$ cat config.mk
export PLATFORM = sky130hd
export DESIGN_NAME = lcd
export DESIGN_NICKNAME = d
export VERILOG_FILES = /design/src/rtl/lcd.sv
export SDC_FILE = /design/constraint.sdc
export NUM_CORES = 1
export LEC_CHECK = 0
export BUFFER_PORTS_ARGS = -buffer_cell sky130_fd_sc_hd__buf_2
export CAP_MARGIN = 10
export CORE_MARGIN = 3
export CORE_UTILIZATION = 55
export DETAILED_ROUTE_END_ITERATION = 10
export MAX_ROUTING_LAYER = met4
export PLACE_DENSITY = 0.75
export SETUP_SLACK_MARGIN = 0.4
export SLEW_MARGIN = 20
export SYNTH_ARGS = -nofsm -noshare
export SYNTH_HDL_FRONTEND = slang
export SYNTH_SLANG_ARGS = --single-unit
$ cat constraint.sdc
create_clock -name clk -period 10.6 [get_ports clk]
set_clock_uncertainty 0.05 [all_clocks]
set_input_delay 1.59 -clock clk [delete_from_list [all_inputs] [get_ports clk]]
set_output_delay 1.59 -clock clk [all_outputs]
set_load 0.02 [all_outputs]
$ cat src/rtl/lcd.sv
// rtl/lcd.sv - HD44780 4-bit character LCD controller with autonomous power-on init
module lcd #(
    parameter int unsigned CLK_FREQ_HZ   = 12_000_000,
    parameter int unsigned POWERUP_CYC   = 480_000,
    parameter int unsigned INIT1_CYC     = 49_200,
    parameter int unsigned INIT2_CYC     = 1_200,
    parameter int unsigned E_SETUP_CYC   = 1,
    parameter int unsigned E_HIGH_CYC    = 6,
    parameter int unsigned NIB_GAP_CYC   = 12,
    parameter int unsigned EXEC_CYC      = 600,
    parameter int unsigned LONG_EXEC_CYC = 24_000
) (
    input  logic       clk,
    input  logic       rst,
    input  logic       rs_in,
    input  logic       start,
    input  logic [7:0] data_in,
    output logic [3:0] data_out,
    output logic       rs_out,
    output logic       enable_out,
    output logic       busy
);

    if (CLK_FREQ_HZ == 0 || E_SETUP_CYC == 0 || E_HIGH_CYC == 0 || NIB_GAP_CYC == 0) begin : g_bad_params
        $error("lcd: clock and pulse timing parameters must be non-zero");
    end

    typedef enum logic [2:0] {
        POWER_WAIT, INIT_STEP, SETUP, E_HIGH, E_LOW, EXEC_WAIT, IDLE
    } state_t;

    // Counter load values: a state loaded with N-1 lasts exactly N cycles.
    localparam logic [18:0] POWER_LD = 19'(POWERUP_CYC - 1);
    localparam logic [18:0] INIT1_LD = 19'(INIT1_CYC - 1);
    localparam logic [18:0] INIT2_LD = 19'(INIT2_CYC - 1);
    localparam logic [18:0] SETUP_LD = 19'(E_SETUP_CYC - 1);
    localparam logic [18:0] FIRST_LD = 19'(E_SETUP_CYC);
    localparam logic [18:0] EHI_LD   = 19'(E_HIGH_CYC - 1);
    localparam logic [18:0] GAP_LD   = 19'(NIB_GAP_CYC - 1);
    localparam logic [18:0] EXEC_LD  = 19'(EXEC_CYC - 1);
    localparam logic [18:0] LONG_LD  = 19'(LONG_EXEC_CYC - 1);

    state_t      state_q, state_d;
    logic [18:0] cnt_q, cnt_d;
    logic [2:0]  step_q, step_d;
    logic [7:0]  byte_q, byte_d;
    logic        rs_q, rs_d;
    logic        low_q, low_d;
    logic        single_q, single_d;
    logic        init_q, init_d;
    logic [3:0]  data_out_q, data_out_d;
    logic        rs_out_q, rs_out_d;
    logic        enable_q, enable_d;
    logic        busy_q, busy_d;
    logic [18:0] wait_ld;

    always_ff @(posedge clk) begin
        if (!rst) begin
            state_q    <= POWER_WAIT;
            cnt_q      <= POWER_LD;
            step_q     <= 3'd0;
            byte_q     <= 8'h00;
            rs_q       <= 1'b0;
            low_q      <= 1'b0;
            single_q   <= 1'b0;
            init_q     <= 1'b1;
            data_out_q <= 4'h0;
            rs_out_q   <= 1'b0;
            enable_q   <= 1'b0;
            busy_q     <= 1'b1;
        end else begin
            state_q    <= state_d;
            cnt_q      <= cnt_d;
            step_q     <= step_d;
            byte_q     <= byte_d;
            rs_q       <= rs_d;
            low_q      <= low_d;
            single_q   <= single_d;
            init_q     <= init_d;
            data_out_q <= data_out_d;
            rs_out_q   <= rs_out_d;
            enable_q   <= enable_d;
            busy_q     <= busy_d;
        end
    end

    // Post-nibble wait: init nibbles use the fixed init delays, bytes depend on the instruction.
    always_comb begin
        wait_ld = EXEC_LD;
        if (single_q) begin
            wait_ld = (step_q == 3'd0) ? INIT1_LD : INIT2_LD;
        end else if (!rs_q && (byte_q == 8'h01 || byte_q == 8'h02 || byte_q == 8'h03)) begin
            wait_ld = LONG_LD;
        end
    end

    always_comb begin
        state_d  = state_q;
        cnt_d    = cnt_q;
        step_d   = step_q;
        byte_d   = byte_q;
        rs_d     = rs_q;
        low_d    = low_q;
        single_d = single_q;
        init_d   = init_q;
        if (cnt_q != 19'd0 && state_q != IDLE && state_q != INIT_STEP) begin
            cnt_d = cnt_q - 19'd1;
        end else begin
            case (state_q)
                POWER_WAIT: state_d = INIT_STEP;
                INIT_STEP: begin
                    // Steps 0-3 are lone nibbles (carried in the high half), 4-7 full bytes.
                    rs_d    = 1'b0;
                    low_d   = 1'b0;
                    state_d = SETUP;
                    cnt_d   = SETUP_LD;
                    if (step_q < 3'd4) begin
                        single_d = 1'b1;
                        byte_d   = (step_q == 3'd3) ? 8'h20 : 8'h30;
                    end else begin
                        single_d = 1'b0;
                        case (step_q[1:0])
                            2'd0:    byte_d = 8'h28;
                            2'd1:    byte_d = 8'h0C;
                            2'd2:    byte_d = 8'h06;
                            default: byte_d = 8'h01;
                        endcase
                    end
                end
                SETUP: begin
                    state_d = E_HIGH;
                    cnt_d   = EHI_LD;
                end
                E_HIGH: begin
                    state_d = E_LOW;
                    cnt_d   = GAP_LD;
                end
                E_LOW: begin
                    if (!low_q && !single_q) begin
                        low_d   = 1'b1;
                        state_d = SETUP;
                        cnt_d   = SETUP_LD;
                    end else begin
                        state_d = EXEC_WAIT;
                        cnt_d   = wait_ld;
                    end
                end
                EXEC_WAIT: begin
                    if (init_q && step_q != 3'd7) begin
                        step_d  = step_q + 3'd1;
                        state_d = INIT_STEP;
                    end else begin
                        init_d  = 1'b0;
                        state_d = IDLE;
                    end
                end
                IDLE: begin
                    if (start) begin
                        byte_d   = data_in;
                        rs_d     = rs_in;
                        low_d    = 1'b0;
                        single_d = 1'b0;
                        state_d  = SETUP;
                        cnt_d    = FIRST_LD;
                    end
                end
                default: begin
                    state_d = POWER_WAIT;
                    cnt_d   = POWER_LD;
                end
            endcase
        end
    end

    // Bus changes once per nibble, when the remaining setup time equals E_SETUP_CYC.
    always_comb begin
        data_out_d = data_out_q;
        rs_out_d   = rs_out_q;
        if (state_d == SETUP && cnt_d == SETUP_LD) begin
            data_out_d = low_d ? byte_d[3:0] : byte_d[7:4];
            rs_out_d   = rs_d;
        end
        enable_d = (state_d == E_HIGH);
        busy_d   = (state_d != IDLE);
    end

    assign data_out   = data_out_q;
    assign rs_out     = rs_out_q;
    assign enable_out = enable_q;
    assign busy       = busy_q;

endmodule

Word-level counts from Yosys, hierarchy flattened
Cells that the tools add are included.
- add/sub/neg operators: 2
- $lt $le $gt $ge: 1
- equality and inequality tests: 19
- multiplexer cells: 29
- bitwise operators: 2
- reductions and logical operators: 21
- operators by type and width (operator ; count):
    case mux 19 bit (6 select lines) ; 1
    two-way mux 19 bit ; 3
    two-way mux 16 bit ; 2
    case mux 3 bit (7 select lines) ; 1
    logical NOT 19 bit ; 1
    nonzero test 19 bit ; 1
    subtractor 19 x 1 -> 19 bit (second input constant) ; 1
    case mux 6 bit (3 select lines) ; 1
    == test 8 x 2 -> 1 bit (second input constant) ; 2
    two-way mux 8 bit ; 2
    case mux 8 bit (2 select lines) ; 1
    == test 3 x 2 -> 1 bit (second input constant) ; 5
    two-way mux 15 bit ; 1
    two-way mux 3 bit ; 4
    == test 3 bit (second input constant) ; 3
    != test 3 bit (second input constant) ; 3
    AND reduction 3 bit ; 3
    == test 8 x 1 -> 1 bit (second input constant) ; 1
    two-way mux 1 bit ; 7
    logical AND 1 bit ; 6
    logical NOT 3 bit ; 2
    two-way mux 6 bit ; 1
    two-way mux 5 bit ; 1
    two-way mux 4 bit ; 1
    other kinds (15) ; 20
- bits in registers: 44
- bits of input ports: 12
- output and inout bits: 7
- word-level logic and storage cells: 86

Depth between registers and ports, before layout
Gate-level depths: netlist (run 1).
- word-level depth: 11
- depth in mapped cells: 14
- mapped depth without buffers: 10

Worst setup path before layout (run 1)
OpenSTA, ideal clock, no wires.
- kind: input -> register
- start: input port start
- end: register rs_out_q, in the netlist rs_out
- library setup time: 121 ps
- arrival: 4167 ps
- path slack: 6262 ps
- cell stages on the path: 8
- buffers on the path: 1
- cells stage by stage: and3b_1 > o22ai_1 > nor2_1 > a221o_1 > or4_1 > or4_1 > buf_6 > mux2_4
- longest elaborated chain between the ends: 5
- elaborated cells between the ends (all ways): 12
- those cells by class: eq/ne: 1; mux: 9; reduce/logical: 2
- RTL lines (item ; RTL line ; RTL):
    start, declared ; 16 ; input logic start,
    two-way mux 19 bit / two-way mux 3 bit (equally long branches) ; 158 ; if (start) begin
    case mux 19 bit (6 select lines) / case mux 3 bit (7 select lines) (equally long branches) ; 109 ; case (state_q)
    two-way mux 19 bit / two-way mux 3 bit (equally long branches) ; 106 ; if (cnt_q != 19'd0 && state_q != IDLE && state_q != INIT_STEP) begin
    logical NOT 19 bit / == test 3 x 2 -> 1 bit (equally long branches) ; 179 ; if (state_d == SETUP && cnt_d == SETUP_LD) begin
    logical AND 1 bit ; 179 ;
    end signal, assigned ; 81 ; rs_out_q <= rs_out_d;
    end, declared ; 52 ; logic rs_out_q, rs_out_d;
Parallel ways exist; a longest one is shown, timed or not.
A chain may end at the register's enable or synchronous reset.

Worst setup path in the final report (run 1)
Ends and elaborated chain as after synthesis.

==> reports/qor.yml, run 1 <==
outcome:
  status: "finished clean"
floorplanning:
  initial_core_util: 0.5830
  die-area_um2: 6035
  coreArea_um2: 4848
  die_y_um: 77.69
  row_count: 25
  die_x_um: 77.69
  ios: 19
synthesis:
  ys.flop_type: "dfxtp_1"
  yosysMostFrequentCell: "dfxtp_1"
  yosysUniqueCellTypes: 57
  synth_area_leaders: "dfxtp_1 31%, mux2i_1 5.0%, nor2_1 4.8%"
  synth.top_cells.by_count: "44 x dfxtp_1, 36 x nor2_1, 33 x nand2_1"
  yosysTopAreaCell: "dfxtp_1"
  syn-cell-area_um2: 2826
  ys_seq_area_frac: 0.3116
  synth-seq-cells: 44
  async_reset_ff_frac: 0
  syn-mean-instance-area_um2: 7.873
  syn_inst: 359
  synth-edff-count: 0
  yosysWarnings: 0
  synth.top_cell.area_share: 0.3116
  synth_fp_nets: 380
placement:
  place_congestion: 0.9595
  dpl.hpwl_um: 5321
  post-place-ws_ns: 5.722
  portBuffers: 18
timing:
  rsz0062_at_grt: "false"
  final_hold_viol_count: 0
  fin_crit_sh: 0.4345
  setup_viol: 0
  worst_slew_pin_slew_ns: 0.8667
  fin_crit_ns: 4.606
  slew_headroom: 0.4222
  setup_slack_ns: 5.994
  fin_tns_setup_ns: 0
  timing.fmax_ghz: 0.2171
  slew_viol_final: 0
cells_and_area:
  multi_input_area_um2: 1784
  final_core_util: 0.6225
  fillCellCount: 429
  area_delta_synth_final_pct: 6.773
  num-nets-final: 383
  diodes: 0
  seqCellArea_um2: 880.8
  drive_above_1_share: 0.1047
clock_network:
  tritoncts: "yes"
  cts_setup_buffers: 0
  holdBufCountCts: 0
  cts_htree_levels: 2
  cts_resized: 0
  numCtsBuffers: 5
  clk_pin_slew_ns: 0.09
  clk_latency_ns: 0.31
  cts.sinks: 44
  clock-root-buffer: "clkbuf_8"
  clockBufferDepth: 2
power:
  p_total_w: 0.0003145
  ir_drop_mv: 0.1069
  power_density_nw_per_um2: 104.2
  p_leak_nw: 1.178
worst_setup_path:
  r2r_slack_ns: 6.31
  end_kind: "flop"
  critical_path_required_ns: 10.75
  slowest_delay_ns: 0.70
  crit_start: "start"
  crit_path_cell_trace: "buf_2 > and3b_1 > o22ai_1 > nor2_1 > a221o_1 > or4_1 > or4_1 > mux2_4"
  rr_startpoint: "state_q[2]"
  critPathMaxFanout: 10
  worst_path_most_repeated_cell: "or4_1"
  cp-start-kind: "input pin"
  cpMaxStageDelayCell: "or4_1"
  worst-endpoint-arrival_ns: 4.76
  critical_path_class: "in -> reg"
flow_run:
  maxCapViolations: 0
global_routing:
  grt_max_degree: 36
  track_usage: 0.2616
  grt_pass1_vias: 2428
  antenna_found_initial: 0
  grt-ovfl-total: 0
  grt_pass1_wl_um: 12360
detailed_routing:
  drt-initial-drc-count: 308
  drc: 0
  via_per_inst: 6.402
  routed-via-count: 2753
  ant_nets: 0
  routed_wirelength_um: 7486
  wl_per_cell_um: 17.41
  firstDrtPassIters: 5
min_path:
  hold_path_class: "reg -> reg"
  min_from: "data_out[1]"
state kept, by name (all words and copies together) (netlist names):
name and count:
enable_out 1, cnt_q 19, single_q 1, rs_out 1, busy 1, step_q 3, low_q 1, rs_q 1
init_q 1, state_q 3, byte_q 8, data_out 4
kinds of logic after synthesis:
family / synth area share
flip-flops: 0.3116
XOR/XNOR: 0.006199
AND/OR/NAND/NOR: 0.2984
multiplexers: 0.05887
adder cells (fa/ha/maj): 0.03984
buffers and inverters: 0.05888
AO/OA/AOI/OAI: 0.2262
power breakdown:
part | leakage, nW | switching [W] | internal [W] | total (W)
Combinational | 0.768 | 0.00000623 | 0.00000417 | 0.0000104
Sequential | 0.356 | 0.00000176 | 0.000166 | 0.000168
Clock | 0.0548 | 0.0000651 | 0.0000711 | 0.000136
Total | 1.18 | 0.0000731 | 0.000241 | 0.000314
metal layers:
metal	part of all wire	vias to the layer above	wire, µm	global-route usage
met5	0	-	0	-
met2	0.44	118	3274	0.3776
met3	0.073	12	548	0.04060
li1	-	1338	-	-
met4	0.016	0	121	0.06940
met1	0.47	1285	3543	0.3796
through the flow:
step / hold WS [ns] / cells / instance area (µm²)
after CTS: 0.4210 / 430 / 3013
after detailed placement: 0.4076 / 422 / 2898
after global routing: 0.4451 / 430 / 3018
after floorplan: 0.3903 / 359 / 2826
final: 0.4130 / 430 / 3018
after global placement: 0.3959 / 422 / 2898
worst paths after layout:
| check | endpoint | cells past startpoint |
|---|---|---|
| worst max register to register | rs_out | 9 |
| worst min register to register | data_out[1] | 2 |
| worst min-delay path | data_out[1] | 2 |
| worst max-delay path | rs_out | 8 |
placed cells by master (no fill, tap or decap), drive strengths merged, types with 4 or more instances in the layout:
cell type	instances
a211oi	6
a21oi	19
a221o	7
a22oi	5
a31oi	8
and2	14
and3	6
buf	20
clkbuf	5
dfxtp	44
ha	9
inv	14
mux2i	14
nand2	33
nand2b	6
nand3	11
nor2	36
nor3	11
nor3b	4
nor4	11
o211ai	7
o21ai	14
or3	7
or4	7
area by class of cell:
| class | instances | share of cell area |
|---|---|---|
| flip-flops and latches | 44 | 0.2919 |
| repair buffers | 20 | 0.03483 |
| clock buffers | 5 | 0.02280 |
| clock inverters | 3 | 0.01534 |
| well taps | 67 | 0.02778 |
| multi-input cells | 278 | 0.5912 |
| inverters | 13 | 0.01617 |
critical path: cells and delay by family:
family	cells	cell delay (ns)
and+or+nand+nor	4	1.63
AOI/OAI and AO/OA	2	1.09
muxes	1	0.35
buffers and inverters	1	0.09
Note: power is estimated with default switching activity, not from simulation.
==> run 2: changes to the inputs <==
Settings changed: PLACE_DENSITY 0.75 to 0.77.
Clock period 10.6 ns to 3.7 ns, I/O delays scaled along.
==> run 2 against run 1 <==
Non-clock buffer count increased by 34. Sequential share of layout area decreased by 2.8 points. Die area unchanged.
==> reports/qor.yml, run 2 (same netlist as run 1, synthesis figures left out) <==
outcome:
  status: "finished clean"
worst_setup_path:
  r2r_slack_ns: 0.37
  cpMaxStageDelayCell: "or4_4"
  critPathMaxFanout: 5
  critical_path_required_ns: 3.85
  end_kind: "flop"
  rr_endpoint: "rs_out"
  worst-endpoint-arrival_ns: 3.48
  slowest_delay_ns: 0.55
  worst_path_most_repeated_cell: "buf_4"
  critical_path_class: "reg -> reg"
  crit_path_cell_trace: "inv_4 > ha_4 > or4b_4 > nor3_4 > a21oi_4 > buf_4 > buf_4 > o21ai_0 > and3_1 > nand3_1 > or4_4 > mux2_4"
  rr_startpoint: "cnt_q[0]"
  cp_num_buf_inv: 3
  cp_num_cells: 12
  cp-start-kind: "flop"
  path_delay_family: "simple AND/OR/NAND/NOR gates"
  rr_worst_depth: 12
  crit_start: "cnt_q[0]"
  cp-endpoint: "rs_out"
detailed_routing:
  drt-initial-drc-count: 363
  routed_wirelength_um: 8326
  ant_nets: 0
  drc: 0
  via_per_inst: 6.529
  firstDrtPassIters: 5
  routed-via-count: 3036
  wl_per_cell_um: 17.91
timing:
  timing.fmax_ghz: 0.3001
  fin_crit_sh: 0.9007
  hold_ws_ns: 0.4216
  rsz0062_at_grt: "true"
  setup_viol: 0
  fin_tns_setup_ns: 0
  slew_headroom: 0.5171
  fin_crit_ns: 3.333
  final_hold_viol_count: 0
  worst_slew_pin_slew_ns: 0.7218
  slew_viol_final: 0
  setup_slack_ns: 0.3673
cells_and_area:
  regMostFlops: "cnt_q"
  largest_reg_flops: 19
  layout_common_cells: "42 x dfxtp_1, 35 x nor2_1, 33 x nand2_1, 33 x buf_4, 18 x buf_2"
  num-nets-final: 418
  fin_cells: 465
  final_cell_area_um2: 3372
  drive_above_1_share: 0.2161
  diodes: 0
  area_delta_synth_final_pct: 19.30
  final_common_cell: "dfxtp_1"
power:
  power_density_nw_per_um2: 266.7
  ir_drop_mv: 0.1803
  p_leak_nw: 1.368
placement:
  place_congestion: 1.026
  place_inst: 442
  post-place-ws_ns: 0.1342
  placed_area_um2: 3060
  dpl.hpwl_um: 5764
  portBuffers: 18
floorplanning:
  ios: 19
  coreArea_um2: 4848
  die_x_um: 77.69
  row_count: 25
  die-area_um2: 6035
  initial_core_util: 0.5830
  die_y_um: 77.69
clock_network:
  clock-root-buffer: "clkbuf_8"
  numCtsBuffers: 5
  clk_latency_ns: 0.30
  clockBufferDepth: 2
  cts.sinks: 44
  tritoncts: "yes"
  clk_pin_slew_ns: 0.09
  cts_htree_levels: 2
global_routing:
  grt_max_degree: 36
  grt_pass1_wl_um: 13170
  antenna_found_initial: 0
  grt-ovfl-total: 0
  track_usage: 0.2796
  grt_pass1_vias: 2686
min_path:
  hold_path_class: "reg -> reg"
flow_run:
  maxCapViolations: 0
==> run 2: per-layer routing <==
layer | up-vias | routed length, µm | GRT usage
met3 | 29 | 640 | 0.04292
met4 | 0 | 181 | 0.08719
met1 | 1417 | 3573 | 0.3567
met5 | - | 0 | -
met2 | 184 | 3931 | 0.4555
li1 | 1406 | - | -
==> run 2: area by class of cell <==
class | count | area [µm²]
timing repair buffer | 54 | 371.6
multi-input combinational | 279 | 1858
tap | 67 | 83.83
fill | 401 | 1476
sequential | 44 | 888.4
clock inverter | 3 | 47.55
clock buffer | 5 | 68.82
inverter | 13 | 53.80
==> run 2: per-stage QoR <==
step / utilization / power, W
after floorplan: - / 0.0005125
final: 0.6955 / 0.0008992
after global placement: 0.6312 / 0.0005218
after CTS: 0.6859 / 0.0009058
after detailed placement: 0.6312 / 0.0005221
after global routing: 0.6955 / 0.0009312
==> run 2: where the power goes <==
group | switching (W) | internal, W
Sequential | 0.00000295 | 0.000476
Combinational | 0.0000226 | 0.0000168
Clock | 0.000178 | 0.000203
==> run 2: worst min path at each step <==
stage,from,endpoint,depth (start not counted)
2_1_floorplan,init_q,init_q,2
3_3_place_gp,data_out[1],data_out[1],2
3_5_place_dp,init_q,init_q,2
4_1_cts,init_q,init_q,2
5_1_grt,data_out[1],data_out[1],2
6_report,data_out[0],data_out[0],2
==> run 2: what timing repair did <==
item | 4_1_cts | 5_1_grt
hold buffers | 0 | 0
pin swaps | 5 | 5
cloned | 0 | 1
hold endpoints to repair | 0 | 0
resized for setup | 16 | 6
setup endpoints to repair | 5 | 5
buffers inserted | 12 | 2
==> run 2: tightest hold or removal path, stage by stage (launching register included) <==
cell and delay, ns:
dfxtp_1 0.32, nand2_1 0.05, mux2i_1 0.06
